===== config.mk =====
export PLATFORM = sky130hd
export DESIGN_NAME = uart_tx_fifo_rd
export DESIGN_NICKNAME = d
export VERILOG_FILES = /design/src/rtl/uart_tx_fifo_rd.sv
export SDC_FILE = /design/constraint.sdc
export NUM_CORES = 1
export LEC_CHECK = 0
export ABC_AREA = 0
export CORE_UTILIZATION = 54
export DETAILED_ROUTE_END_ITERATION = 8
export HOLD_SLACK_MARGIN = 0.02
export PLACE_DENSITY_LB_ADDON = 0.05
export SLEW_MARGIN = 30
export SYNTH_ARGS = -nofsm -noshare
export SYNTH_HDL_FRONTEND = slang
export SYNTH_SLANG_ARGS = --single-unit

===== constraint.sdc =====
create_clock -name rclk -period 2.38 [get_ports rclk]
set_input_delay 0.476 -clock rclk [delete_from_list [all_inputs] [get_ports rclk]]
set_output_delay 0.476 -clock rclk [all_outputs]
set_load 0.02 [all_outputs]

===== src/rtl/uart_tx_fifo_rd.sv =====
// Pulls one byte at a time from the async TX FIFO and shifts it out as an 8N1 frame; request to start bit is 3 rclk.
// No backpressure beyond tx_en_i/empty_i gating one outstanding request; UART_TX_PARITY_EN adds an even parity bit.
module uart_tx_fifo_rd #(
   parameter int DATA_W = 8,
   parameter int DIV_W  = 16
) (
   input  logic              rclk,
   input  logic              rst_n,
   input  logic              tx_en_i,
   input  logic [DIV_W-1:0]  baud_div_i,
   input  logic              empty_i,
   input  logic              valid_i,
   input  logic [DATA_W-1:0] rdata_i,
   output logic              renc_o,
   output logic              tx_o,
   output logic              busy_o
);

   localparam int BIT_W = (DATA_W > 1) ? $clog2(DATA_W) : 1;

   localparam logic [2:0] S_IDLE   = 3'd0;
   localparam logic [2:0] S_WAIT   = 3'd1;
   localparam logic [2:0] S_START  = 3'd2;
   localparam logic [2:0] S_DATA   = 3'd3;
   localparam logic [2:0] S_STOP   = 3'd5;
`ifdef UART_TX_PARITY_EN
   localparam logic [2:0] S_PARITY = 3'd4;
`endif

   logic [2:0]        state_q, state_d;
   logic [DIV_W-1:0]  cnt_q, cnt_d;
   logic [DIV_W-1:0]  div_q, div_d;
   logic [BIT_W-1:0]  bit_q, bit_d;
   logic [DATA_W-1:0] shift_q, shift_d;
   logic              tx_q, tx_d;
`ifdef UART_TX_PARITY_EN
   logic              par_q, par_d;
`endif

   logic bit_end;
   logic req_ok;

   assign bit_end = (cnt_q == div_q);
   assign req_ok  = tx_en_i && !empty_i;

   always_comb begin
      state_d = state_q;
      cnt_d   = cnt_q;
      div_d   = div_q;
      bit_d   = bit_q;
      shift_d = shift_q;
      renc_o  = 1'b0;
`ifdef UART_TX_PARITY_EN
      par_d   = par_q;
`endif
      case (state_q)
         S_IDLE: begin
            if (req_ok) begin
               renc_o  = 1'b1;
               state_d = S_WAIT;
            end
         end
         S_WAIT: begin
            // Baud divisor is frozen here so mid-frame changes wait for the next byte.
            if (valid_i) begin
               shift_d = rdata_i;
               div_d   = baud_div_i;
               cnt_d   = '0;
               state_d = S_START;
`ifdef UART_TX_PARITY_EN
               par_d   = ^rdata_i;
`endif
            end
         end
         S_START: begin
            if (bit_end) begin
               cnt_d   = '0;
               bit_d   = '0;
               state_d = S_DATA;
            end else begin
               cnt_d = cnt_q + 1'b1;
            end
         end
         S_DATA: begin
            if (bit_end) begin
               cnt_d = '0;
               if (bit_q == BIT_W'(DATA_W - 1)) begin
`ifdef UART_TX_PARITY_EN
                  state_d = S_PARITY;
`else
                  state_d = S_STOP;
`endif
               end else begin
                  bit_d   = bit_q + 1'b1;
                  shift_d = shift_q >> 1;
               end
            end else begin
               cnt_d = cnt_q + 1'b1;
            end
         end
`ifdef UART_TX_PARITY_EN
         S_PARITY: begin
            if (bit_end) begin
               cnt_d   = '0;
               state_d = S_STOP;
            end else begin
               cnt_d = cnt_q + 1'b1;
            end
         end
`endif
         S_STOP: begin
            // Requesting in the last stop cycle keeps the inter-frame gap at the FIFO latency.
            if (bit_end) begin
               cnt_d = '0;
               if (req_ok) begin
                  renc_o  = 1'b1;
                  state_d = S_WAIT;
               end else begin
                  state_d = S_IDLE;
               end
            end else begin
               cnt_d = cnt_q + 1'b1;
            end
         end
         default: state_d = S_IDLE;
      endcase

      case (state_d)
         S_START:  tx_d = 1'b0;
         S_DATA:   tx_d = shift_d[0];
`ifdef UART_TX_PARITY_EN
         S_PARITY: tx_d = par_d;
`endif
         default:  tx_d = 1'b1;
      endcase
   end

   always_ff @(posedge rclk or negedge rst_n) begin
      if (!rst_n) begin
         state_q <= S_IDLE;
         cnt_q   <= '0;
         div_q   <= '0;
         bit_q   <= '0;
         shift_q <= '0;
         tx_q    <= 1'b1;
`ifdef UART_TX_PARITY_EN
         par_q   <= 1'b0;
`endif
      end else begin
         state_q <= state_d;
         cnt_q   <= cnt_d;
         div_q   <= div_d;
         bit_q   <= bit_d;
         shift_q <= shift_d;
         tx_q    <= tx_d;
`ifdef UART_TX_PARITY_EN
         par_q   <= par_d;
`endif
      end
   end

   assign tx_o   = tx_q;
   assign busy_o = (state_q != S_IDLE);

endmodule

==> results.json, run 1 <==
{
  "setup_viol": 0,
  "syn_area_per_cell_um2": 10.5,
  "fin_skew_ps": 6.03,
  "synth_area_leaders": "dfrtp_1 (49%), xnor2_1 (5.9%), mux2_2 (4.7%)",
  "drv_cap": 0,
  "dr.pass1.iters": 4,
  "cts_tree": "done",
  "endpoint_kind": "primary output",
  "worstPathRequired_ps": 1900,
  "start_kind": "register",
  "clock-sinks": 47,
  "fin_nets": 314,
  "antenna_found_initial": 0,
  "rows": 23,
  "power.density_nw_per_um2": 559,
  "placed_cell_area_um2": 2890,
  "r2r_cells": 8,
  "drive_gt1_share_pct": 18.0,
  "synth_fp_nets": 259,
  "path_clk_slew_ps": 90,
  "avgRoutedWirePerCell_um": 15.3,
  "cp.arrival_ps": 1860,
  "dieArea_um2": 4660,
  "max_stage_delay_ps": 400,
  "die_h_um": 68.3,
  "synth_area_um2": 2370,
  "tns_ps": 0,
  "min_path_type": "primary input to asynchronous set/reset pin",
  "numCtsBuffers": 5,
  "ys_warn_count": 0,
  "n_antenna_cell": 0,
  "track_usage_pct": 24.9,
  "area_growth_pct": 29.2,
  "via_per_inst": 5.61,
  "initial_core_util_pct": 57.6,
  "post-route-min-period_ps": 2330,
  "core_um2": 4120,
  "routed-via-count": 1869,
  "critPathSlowestCell": "dfrtp_1",
  "max_freq_mhz": 429,
  "die_width_um": 68.3,
  "grt_pass1_vias": 1767,
  "top_usage_layer": "met2",
  "grt_max_degree": 25,
  "final_cell_mix": "dfrtp_1 (46), clkdlybuf4s50_1 (29), buf_4 (24), nand2_1 (19), o21ai_0 (19)",
  "power_leakage_uw": 0.00141,
  "met2_usage_pct": 38.5,
  "status": "finished, final reports clean",
  "synth_edf_count": 0,
  "worstMarginPinSlew_ps": 595,
  "slew-limit-headroom_pct": 60.0,
  "gr-total-overflow": 0,
  "critPathMaxFanout": 2,
  "port_buffers": 31,
  "postSynthCellCount": 227,
  "clk-insertion-delay-late_ps": 300,
  "fin_crit_sh_pct": 98.0,
  "drt-total-wl_mm": 5.09,
  "grtUsageMet3_pct": 5.50,
  "drtIter0Drc": 152,
  "grt_pass1_wl_mm": 8.29,
  "postRouteAntennaNets": 0,
  "io_pins": 32,
  "dpl.hpwl_mm": 3.60,
  "drc": 0,
  "slew_violations": 0,
  "synth_cell_types": 37,
  "layout_commonest_cell": "dfrtp_1",
  "synth_top_area_share_pct": 48.5,
  "timing.reg2reg.setup_slack_ps": 290,
  "rsz0062_at_grt": "true",
  "clockBufferDepth": 2,
  "synthFlopType": "dfrtp_1",
  "hold_buffers": 0,
  "final_cell_area_um2": 3060,
  "ys_seq_area_share_pct": 49.6,
  "synth-seq-cells": 47,
  "root_buffer": "clkbuf_8",
  "htreeDepth": 2,
  "yosysTopAreaCell": "dfrtp_1",
  "fillers": 294,
  "synth-async-reset-ratio_pct": 100,
  "place_congestion": 0.844,
  "critPathKind": "register to primary output",
  "crit_chain": "xnor2_1, nand4_1, nor4_4, nand3_1, o21ai_1, and3_1, buf_6",
  "grt_use_met1_pct": 35.1,
  "worst_ir_drop_vdd_mv": 0.459,
  "finalHoldViolations": 0
}
-- synthesized netlist by cell type, types with 6 or more instances --
library cell / n
mux2_1: 6
o21ai_0: 20
inv_1: 12
nor3b_1: 6
a21o_1: 8
a222oi_1: 6
xor2_1: 6
nand3_1: 10
nand4_1: 6
nand2_1: 19
dfrtp_1: 46
nor2_1: 8
xnor2_1: 16
mux2_2: 10
-- flip-flops by register name, summed over array words and instances, names as in the netlist --
name / cells
tx_o: 1
cnt_q: 16
shift_q: 8
div_q: 16
state_q: 3
bit_q: 3
-- routing by layer --
| metal | up-vias | share of wire (%) |
|---|---|---|
| met3 | 6 | 4.8 |
| met1 | 894 | 48 |
| met2 | 54 | 46 |
| met4 | 0 | 1.2 |
| li1 | 915 | - |
| met5 | - | 0 |
-- final cells by class --
class                           instances  area [um^2]  area share [%]
Inverter                               12         45.0            1.47
Clock buffer                            5         68.8            2.25
Clock inverter                          3         67.6            2.20
Sequential cell                        47         1180            38.4
Tap cell                               50         62.6            2.04
Timing Repair Buffer                   56          507            16.5
Multi-Input combinational cell        160         1140            37.1
-- path summary, 6_finish.rpt --
kind                                             start                endpoint
worst min register to register  shift_q[6]$_DFFE_PN0P_  shift_q[6]$_DFFE_PN0P_
worst max-delay path             div_q[12]$_DFFE_PN0P_                  renc_o
worst min-delay path                             rst_n   cnt_q[14]$_DFFE_PN0P_
max in group asynchronous                        rst_n    cnt_q[3]$_DFFE_PN0P_
min in group rclk               shift_q[6]$_DFFE_PN0P_  shift_q[6]$_DFFE_PN0P_
worst max register to register   div_q[12]$_DFFE_PN0P_    cnt_q[9]$_DFFE_PN0P_
-- kinds of logic (layout without fill, tap and decap cells) --
kind of cell	Yosys count	in the layout	synth area share (%)
DFF	47	47	49.6
adders and majority gates	3	3	1.58
muxes	16	16	7.59
xor gates and xnor gates	22	22	8.12
and+or+nand+nor	72	72	16.4
buffers and inverters	20	76	3.59
AOI/OAI and AO/OA	47	47	13.1
-- what timing repair did --
item	in CTS	in global routing
resized for setup	7	3
buffers inserted	1	1
setup endpoints to repair	1	1
cloned	0	0
pin swaps	6	3
hold endpoints to repair	0	0
-- critical path, delay by kind of cell, from the launching register on --
family,cells,cell delay [ps]
AND/OR/NAND/NOR,4,770
AO/OA/AOI/OAI,1,80
XOR/XNOR,1,200
flip-flops,1,400
buffers and inverters,1,120
-- stage by stage --
stage	hold WS (ps)	util, %	worst slack [ps]	power, uW	cells
3_5_place_dp	480	70.2	-134	1030	323
4_1_cts	176	73.7	-7.45	1710	332
2_1_floorplan	180	-	317	928	227
3_3_place_gp	477	70.2	-118	1030	323
5_1_grt	200	74.5	-67.8	1770	333
6_report	161	74.5	48.4	1710	333
-- power breakdown --
part / leakage [uW] / total [uW] / internal, uW / switching (uW)
Clock: 0.0000644 / 694 / 419 / 275
Combinational: 0.000768 / 163 / 98.6 / 64.3
Sequential: 0.000576 / 856 / 831 / 24.8
Power figures use the tool's default switching activity.
==> inputs of run 2 (changes only) <==
--- a/config.mk
+++ b/config.mk
@@ -10,7 +10,7 @@
 export DETAILED_ROUTE_END_ITERATION = 8
 export HOLD_SLACK_MARGIN = 0.02
 export PLACE_DENSITY_LB_ADDON = 0.05
-export SLEW_MARGIN = 30
+export SLEW_MARGIN = 20
 export SYNTH_ARGS = -nofsm -noshare
 export SYNTH_HDL_FRONTEND = slang
 export SYNTH_SLANG_ARGS = --single-unit
==> results of run 2 <==
Same layout as run 1: the final DEF is identical, and so are final timing and power.
==> inputs of run 3 (changes only) <==
--- a/config.mk
+++ b/config.mk
@@ -6,7 +6,7 @@
 export NUM_CORES = 1
 export LEC_CHECK = 0
 export ABC_AREA = 0
-export CORE_UTILIZATION = 54
+export CORE_UTILIZATION = 49
 export DETAILED_ROUTE_END_ITERATION = 8
 export HOLD_SLACK_MARGIN = 0.02
 export PLACE_DENSITY_LB_ADDON = 0.05
==> constraint.sdc (replaced) <==
create_clock -name rclk -period 1.9 [get_ports rclk]
set_input_delay 0.38 -clock rclk [delete_from_list [all_inputs] [get_ports rclk]]
set_output_delay 0.38 -clock rclk [all_outputs]
set_load 0.02 [all_outputs]
==> run 3 against run 2 <==
The run now ends with negative setup slack left. Sequential power grew 25%. Worst hold slack worse by 110 ps. Clock skew increased by 3.4 ps. Sequential cell count stayed put. Worst setup slack lost 530 ps. Via count is 7.0% higher. Global-route usage increased by 0.13 points. Highest routed layer unchanged.
==> results.json, run 3 (synthesis results as in run 1) <==
{
  "n_antenna_cell": 0,
  "htreeDepth": 2,
  "drive_gt1_share_pct": 32.8,
  "finalHoldViolations": 0,
  "root_buffer": "clkbuf_8",
  "final_cell_area_um2": 3460,
  "initial_core_util_pct": 52.7,
  "place_congestion": 0.786,
  "core_um2": 4500,
  "clk-insertion-delay-late_ps": 300,
  "final_cell_mix": "dfrtp_1 (44), buf_4 (33), clkdlybuf4s50_1 (28), nand2_1 (17), xnor2_1 (16)",
  "cts_tree": "done",
  "status": "finished, violations left",
  "final_util_pct": 76.9,
  "grt_pass1_wl_mm": 9.70,
  "p_seq_share_pct": 53.5,
  "worst_ir_drop_vdd_mv": 0.414,
  "area_growth_pct": 45.9,
  "numCtsBuffers": 5,
  "slew_violations": 0,
  "avgRoutedWirePerCell_um": 16.1,
  "critPathMaxFanout": 2,
  "power_leakage_uw": 0.00155,
  "grt_max_degree": 48,
  "io_pins": 32,
  "drc": 0,
  "clockBufferDepth": 2,
  "drtIter0Drc": 151,
  "drt-met1-wl_mm": 2.60,
  "p_comb_share_pct": 10.7,
  "slew-limit-headroom_pct": 75.7,
  "cp.arrival_ps": 2000,
  "intPower_uw": 1550,
  "post-route-min-period_ps": 2380,
  "finalPower_uw": 2000,
  "fin_skew_ps": 9.46,
  "worstMarginPinSlew_ps": 365,
  "dr.pass1.iters": 7,
  "track_usage_pct": 25.0,
  "drv_cap": 0,
  "violations": "negative setup slack",
  "layout_commonest_cell": "dfrtp_1",
  "switchingPower_uw": 447,
  "dpl.hpwl_mm": 3.74,
  "setup_slack_ps": -485,
  "tns_ps": -4820,
  "die_width_um": 71.6,
  "placed_cell_area_um2": 3030,
  "dieArea_um2": 5120,
  "drt-total-wl_mm": 5.76,
  "rsz0062_at_grt": "true",
  "top_regs": "cnt_q (16), div_q (16), shift_q (8)",
  "pwr-share-clk_pct": 35.8,
  "timing.hold.ws_ps": 48.2,
  "swShare_pct": 22.4,
  "path_clk_slew_ps": 90,
  "endpoint_kind": "primary output",
  "power.density_nw_per_um2": 578,
  "start_kind": "register",
  "gr-total-overflow": 0,
  "postRouteAntennaNets": 0,
  "rows": 24,
  "fillers": 301,
  "worstPathRequired_ps": 1520,
  "routed-via-count": 1999,
  "die_h_um": 71.6,
  "hold_buffers": 0,
  "grt_pass1_vias": 2054,
  "met2WireLength_mm": 2.88,
  "critPathKind": "register to primary output",
  "setup_viol": 32,
  "clock-sinks": 47,
  "min_path_type": "primary input to asynchronous set/reset pin",
  "port_buffers": 31,
  "via_per_inst": 5.60,
  "max_freq_mhz": 419,
  "top_layer": "met4",
  "wl_met3_um": 170,
  "antenna_found_initial": 0,
  "fin_nets": 337,
  "fin_crit_sh_pct": 126
}
[run 3: cell count changes in the layout (fill, tap and decap cells not counted), sizes merged]
cell,before,now
buf,27,50
clkdlybuf4s50,29,28
clkinvlp,1,0
dlygate4sd2,0,1
clkbuf,5,6
bufinv,2,1
[run 3: power by group through the flow]
| stage | registers (uW) | clock network, uW | logic, uW |
|---|---|---|---|
| after CTS | 1070 | 727 | 209 |
| after global routing | 1070 | 759 | 234 |
| after floorplan | 1090 | 0 | 71.4 |
| after global placement | 1090 | 0 | 202 |
| after detailed placement | 1090 | 0 | 205 |
| final | 1070 | 716 | 214 |
[run 3: layer usage]
metal / up-vias / GRT usage (%)
li1: 973 / -
met1: 976 / 34.0
met2: 40 / 41.9
met3: 10 / 4.22
met4: 0 / 6.97
met5: - / 0
[run 3: final timing paths]
kind	end	startpoint	depth (start not counted)	slack [ps]
max in group asynchronous	tx_o$_DFF_PN1_	rst_n	2	1580
worst max-delay path	renc_o	div_q[10]$_DFFE_PN0P_	7	-480
worst min-delay path	cnt_q[13]$_DFFE_PN0P_	rst_n	2	50
min in group rclk	shift_q[6]$_DFFE_PN0P_	shift_q[6]$_DFFE_PN0P_	2	500
worst min register to register	shift_q[6]$_DFFE_PN0P_	shift_q[6]$_DFFE_PN0P_	2	500
worst max register to register	tx_o$_DFF_PN1_	div_q[10]$_DFFE_PN0P_	9	-290
[run 3: cell type report]
cell class	count	area [um^2]	area share, %
clock buffers	6	72.6	2.10
clock inverters	1	30.0	0.867
inverters	12	45.0	1.30
multi-input cells	160	1260	36.4
flip-flops and latches	47	1180	34.1
well taps	52	65.1	1.88
repair buffers	79	811	23.4
[run 3: worst max-delay path, cell delays in order, from the launching register on]
cell     delay, ps
dfrtp_1        400
xnor2_1        210
nand4_1        210
nor4_4         400
nand3_2        120
o21ai_2         80
and3_4         190
buf_6          110
[run 3: repair_timing]
item                                    in CTS  in global routing
buffers inserted                             8                  1
gates resized for setup                     51                 17
pin swaps                                   30                 11
endpoints found under the setup margin      26                 32
gates cloned                                 3                  0
[run 3: metrics by stage]
stage / worst slack, ps / cells
after floorplan: -11.3 / 227
after global placement: -542 / 339
after detailed placement: -530 / 339
after CTS: -373 / 357
after global routing: -567 / 357
final: -485 / 357
